===== config.mk =====
export PLATFORM = sky130hd
export DESIGN_NAME = ex_muldiv
export DESIGN_NICKNAME = d
export VERILOG_FILES = /design/src/rtl/ex_muldiv.sv
export SDC_FILE = /design/constraint.sdc
export NUM_CORES = 1
export LEC_CHECK = 0
export CAP_MARGIN = 10
export CORE_ASPECT_RATIO = 1.4
export CORE_MARGIN = 2
export CORE_UTILIZATION = 55
export DETAILED_ROUTE_END_ITERATION = 10
export GPL_TIMING_DRIVEN = 0
export HOLD_SLACK_MARGIN = 0.06
export PLACE_DENSITY = 0.78
export SLEW_MARGIN = 15
export SYNTH_ARGS = -nofsm -noshare
export SYNTH_HDL_FRONTEND = slang
export SYNTH_SLANG_ARGS = --single-unit

===== constraint.sdc =====
create_clock -name clk -period 3.5 [get_ports clk]
set_input_delay 0.7 -clock clk [delete_from_list [all_inputs] [get_ports clk]]
set_output_delay 0.7 -clock clk [all_outputs]
set_load 0.01 [all_outputs]

===== src/rtl/ex_muldiv.sv =====
// Iterative RV32M multiply/divide unit for the EX stage.
// Fixed 34-cycle latency: 32 radix-2 steps, one sign/special-case fix cycle, one done cycle.
module ex_muldiv #(
    parameter int unsigned XLEN  = 32,
    parameter int unsigned CNT_W = 5
) (
    input  logic            clk,
    input  logic            rst_n,
    input  logic            start_i,
    input  logic            flush_i,
    input  logic [2:0]      op_i,
    input  logic [XLEN-1:0] a_i,
    input  logic [XLEN-1:0] b_i,
    output logic            busy_o,
    output logic            stall_o,
    output logic            done_o,
    output logic [XLEN-1:0] result_o
);

    typedef enum logic [1:0] {StIdle, StCalc, StFix, StDone} state_e;

    state_e            state_q, state_d;
    logic [CNT_W-1:0]  cnt_q, cnt_d;
    logic [2:0]        op_q, op_d;
    logic [XLEN-1:0]   ma_q, ma_d, mb_q, mb_d;
    logic [XLEN-1:0]   result_q, result_d;
    logic [2*XLEN-1:0] acc_q, acc_d;
    logic [XLEN:0]     rem_q, rem_d;
    logic              sa_q, sa_d, sb_q, sb_d, bzero_q, bzero_d;

    logic              accept, launch, is_div, sgn_a, sgn_b;
    logic [XLEN:0]     mul_sum;
    logic [XLEN+1:0]   rem_sh, diff;
    logic              nonneg;
    logic [2*XLEN-1:0] prod;
    logic [XLEN-1:0]   quo, rmd, fix_res;

    assign accept = (state_q == StIdle) || (state_q == StDone);
    assign launch = start_i & ~flush_i & accept;
    assign is_div = op_q[2];

    always_comb begin
        sgn_a = 1'b0;
        sgn_b = 1'b0;
        case (op_i)
            3'd0, 3'd1, 3'd4, 3'd6: begin
                sgn_a = 1'b1;
                sgn_b = 1'b1;
            end
            3'd2:    sgn_a = 1'b1;
            default: ;
        endcase
    end

    // Multiply: multiplier sits in acc low half and is consumed LSB first.
    assign mul_sum = {1'b0, acc_q[2*XLEN-1:XLEN]} + (acc_q[0] ? {1'b0, ma_q} : '0);

    // Divide: dividend shifts out of acc low half, quotient bits shift in behind it.
    assign rem_sh = {rem_q, acc_q[XLEN-1]};
    assign diff   = rem_sh - {2'b00, mb_q};
    assign nonneg = ~diff[XLEN+1];

    assign prod = (sa_q ^ sb_q) ? -acc_q : acc_q;
    assign quo  = bzero_q ? '1 : ((sa_q ^ sb_q) ? -acc_q[XLEN-1:0] : acc_q[XLEN-1:0]);
    assign rmd  = sa_q ? -rem_q[XLEN-1:0] : rem_q[XLEN-1:0];

    always_comb begin
        if (is_div) begin
            fix_res = op_q[1] ? rmd : quo;
        end else begin
            fix_res = (op_q[1:0] == 2'd0) ? prod[XLEN-1:0] : prod[2*XLEN-1:XLEN];
        end
    end

    always_comb begin
        state_d  = state_q;
        cnt_d    = cnt_q;
        op_d     = op_q;
        ma_d     = ma_q;
        mb_d     = mb_q;
        sa_d     = sa_q;
        sb_d     = sb_q;
        bzero_d  = bzero_q;
        acc_d    = acc_q;
        rem_d    = rem_q;
        result_d = result_q;

        case (state_q)
            StIdle, StDone: begin
                state_d = StIdle;
                if (launch) begin
                    state_d = StCalc;
                    cnt_d   = '0;
                    op_d    = op_i;
                    sa_d    = sgn_a & a_i[XLEN-1];
                    sb_d    = sgn_b & b_i[XLEN-1];
                    ma_d    = (sgn_a & a_i[XLEN-1]) ? -a_i : a_i;
                    mb_d    = (sgn_b & b_i[XLEN-1]) ? -b_i : b_i;
                    bzero_d = (b_i == '0);
                    rem_d   = '0;
                    acc_d   = op_i[2] ? {{XLEN{1'b0}}, (sgn_a & a_i[XLEN-1]) ? -a_i : a_i}
                                      : {{XLEN{1'b0}}, (sgn_b & b_i[XLEN-1]) ? -b_i : b_i};
                end
            end
            StCalc: begin
                if (is_div) begin
                    rem_d = nonneg ? diff[XLEN:0] : rem_sh[XLEN:0];
                    acc_d = {{XLEN{1'b0}}, acc_q[XLEN-2:0], nonneg};
                end else begin
                    acc_d = {mul_sum, acc_q[XLEN-1:1]};
                end
                cnt_d = cnt_q + 1'b1;
                if (cnt_q == CNT_W'(XLEN - 1)) begin
                    state_d = StFix;
                end
            end
            StFix: begin
                result_d = fix_res;
                state_d  = StDone;
            end
            default: state_d = StIdle;
        endcase

        if (flush_i) begin
            state_d  = StIdle;
            result_d = result_q;
        end
    end

    always_ff @(posedge clk or negedge rst_n) begin
        if (!rst_n) begin
            state_q  <= StIdle;
            cnt_q    <= '0;
            op_q     <= '0;
            ma_q     <= '0;
            mb_q     <= '0;
            sa_q     <= 1'b0;
            sb_q     <= 1'b0;
            bzero_q  <= 1'b0;
            acc_q    <= '0;
            rem_q    <= '0;
            result_q <= '0;
        end else begin
            state_q  <= state_d;
            cnt_q    <= cnt_d;
            op_q     <= op_d;
            ma_q     <= ma_d;
            mb_q     <= mb_d;
            sa_q     <= sa_d;
            sb_q     <= sb_d;
            bzero_q  <= bzero_d;
            acc_q    <= acc_d;
            rem_q    <= rem_d;
            result_q <= result_d;
        end
    end

    assign busy_o   = (state_q == StCalc) || (state_q == StFix);
    assign stall_o  = busy_o | launch;
    assign done_o   = (state_q == StDone);
    assign result_o = result_q;

endmodule


==> impl_metrics.yaml <==
setup_path:
  critPathMaxFanout: 5
  cp-end-kind: "register"
  cpLargestDelayFamily: "simple AND/OR/NAND/NOR gates"
  crit_chain: "or4_4 > or4_4 > or4_4 > or3_4 > o41ai_4 > xor2_2 > a221oi_1 > a211oi_1 > o21ai_1"
  worstSetupStartpointType: "register"
  worstPathRequired_ns: 3.92
  cp_common_cell: "or4_4"
  slowest_delay_ns: 0.60
  path_class: "reg2reg"
  crit_buf_inv: 0
  worst_ep_arrival_time_ns: 3.88
  critPathSlowestCell: "or4_4"
sta:
  fin_crit_sh_pct: 98.8
  setup_viol: 0
  rsz0062_at_grt: "true"
  fmax_ghz: 0.289
  drv_slew: 0
  slew_headroom_pct: 26.9
  layout_min_cycle_time_ns: 3.46
  hold_violations: 0
  worst_hold_slack_ns: 0.478
  worst_slew_pin_slew_ns: 1.09
  skew_ns: 0.0301
yosys:
  synth_area_sq_um: 16800
  synthTopCellsByCount: "nand2_1 (270), o21ai_0 (209), dfrtp_1 (206), a21oi_1 (193), nor2_1 (178)"
  synth_most_common_cell: "nand2_1"
  synth_seq_cells: 206
  synth_edf_count: 0
  ys.flop_type: "dfrtp_1"
  synth_fp_nets: 2260
  avgSynthCellArea_sq_um: 7.93
  synthCells: 2114
  yosys-top-cells-area: "dfrtp_1 (31%), o21ai_0 (6.2%), nand2_1 (6.0%)"
  synth_area_leader_cell: "dfrtp_1"
  ys_types: 78
  yosysWarningCount: 0
  synth_top_area_share_pct: 30.7
  synthArstFlopShare_pct: 100
  yosysSeqAreaShare_pct: 30.7
floorplanning:
  dieHeight_um: 211
  initial_utilization_pct: 55.8
  io_pins: 106
  fp.coreArea_sq_um: 30000
  rows: 75
  die-area_sq_um: 31900
  die_w_um: 152
routing:
  wl_um: 66400
  wire_per_inst_um: 24.9
  via_per_inst: 6.63
  final_antenna_net_count: 0
  drc: 0
  drtPass1Iterations: 6
  drt_iter0_drc: 1456
  vias: 17700
cells_and_area:
  fin_nets: 2412
  fin_util_pct: 65.9
  syn2layout_area_growth_pct: 18.0
  antenna-diode-count: 0
  drive_gt1_share_pct: 9.29
  post-route-cell-area_sq_um: 19800
  fill_cells: 2629
clocking:
  ctsLongestPathBuffers: 3
  cts_tree: "done"
  cts_sinks: 206
  numCtsBuffers: 23
  htree_levels: 1
  cts-root-buf: "clkbuf_16"
  clk_latency_ns: 0.57
  clkSlewWorstSetupHoldPaths_ns: 0.06
placed_design:
  detailed_place.area_sq_um: 18400
  gp_congestion: 0.984
  io_buffers: 104
  dp_hpwl_um: 50800
global_route:
  grt-busiest-layer: "met2"
  gr-total-overflow: 0
  grt_usage_pct: 41.7
  use_met1_pct: 46.9
  grt_pass1_vias: 17400
  grt_antenna_before_repair: 0
  use_met3_pct: 7.42
  met2_usage_pct: 67.8
  grt_max_degree: 103
  grt_pass1_wl_um: 100000
pwr:
  power_density_nw_per_um2: 831
  vdd_ir_drop_max_uv: 374
  p_total_uw: 16400
  cellLeakagePower_uw: 0.00848
min_path:
  hold_path_class: "reg2reg"
run_status:
  status: "finished, final reports clean"
job:
  maxCapViolCount: 0
[worst reg2reg max path, delay by kind of cell, from the launching register on]
family / cells / cell delay [ns]
AO/OA/AOI/OAI: 4 / 0.68
XOR/XNOR: 1 / 0.22
flip-flops: 1 / 0.47
AND/OR/NAND/NOR: 4 / 1.97
[cells by family after synthesis]
family | synth area share, %
buf+inv | 5.11
fa+ha+maj | 5.69
simple gates | 19.9
xor+xnor | 10.2
compound gates | 25.6
mux | 2.74
flops | 30.7
[state kept, by name, summed over array words and instances (netlist names)]
register	count
acc_q	64
rem_q	33
ma_q	32
mb_q	32
result_o	32
cnt_q	5
op_q	3
state_q	2
bzero_q	1
sa_q	1
sb_q	1
[power by group]
group / internal [uW] / switching [uW] / leakage, uW / total, uW
Clock: 1370 / 1120 / 0.000374 / 2490
Combinational: 3520 / 6070 / 0.00550 / 9590
Sequential: 3230 / 1120 / 0.00261 / 4360
[stage by stage]
step	std cells	TNS, ns	setup slack [ns]
after floorplan	2114	0	0.0366
after global placement	2603	-1506.32	-7.15
after detailed placement	2605	-45.82	-1.08
after CTS	2655	0	0.00470
after global routing	2667	-0.228	-0.0574
final	2667	0	0.0410
[metal layers]
layer | routed length, um | part of all wire (%)
met1 | 23300 | 35
met4 | 6830 | 10
met3 | 5090 | 7.7
met5 | 0 | 0
met2 | 31200 | 47
[cell type report]
type	instances	area [sq um]	area share (%)
Buffer	126	626	3.16
Clock buffer	29	638	3.23
Clock inverter	12	103	0.519
Inverter	69	259	1.31
Multi-Input combinational cell	1709	11200	56.7
Sequential cell	206	5160	26.1
Tap cell	385	482	2.43
Timing Repair Buffer	131	1290	6.53
[final timing paths]
check | from | to | slack [ns] | depth (start not counted)
min in group asynchronous | rst_n | acc_q[46]$_DFFE_PN0P_ | 0.58 | 2
setup / recovery | rem_q[12]$_DFFE_PN0P_ | result_o[31]$_DFFE_PN0P_ | 0.04 | 9
hold reg to reg | result_o[5]$_DFFE_PN0P_ | result_o[5]$_DFFE_PN0P_ | 0.48 | 2
max in group asynchronous | rst_n | rem_q[3]$_DFFE_PN0P_ | 2.02 | 3
hold / removal | result_o[5]$_DFFE_PN0P_ | result_o[5]$_DFFE_PN0P_ | 0.48 | 2
setup reg to reg | rem_q[12]$_DFFE_PN0P_ | result_o[31]$_DFFE_PN0P_ | 0.04 | 9
[layout by cell type, fill, tap and decap left out, types with 24 or more instances in the layout]
master and instances:
inv_1 68, ha_1 63, clkbuf_1 96, xor2_1 94
o31ai_1 27, nor3_1 41, xnor2_1 98, o21ai_0 201
a211oi_1 26, clkdlybuf4s50_1 103, and2_1 32, buf_4 26
a21o_1 37, nand3_1 35, a21oi_1 189, nor2_1 176
o211ai_1 24, dfrtp_1 199, a221o_1 24, nand2_1 268
[timing repair]
action                     CTS  global route
gates resized for setup     59            69
setup buffers                8            16
setup endpoints to repair   91            73
pin swaps                    7            24
hold endpoints to repair    27             0
hold buffers                 1             0
Note: power is estimated with default switching activity, not from simulation.
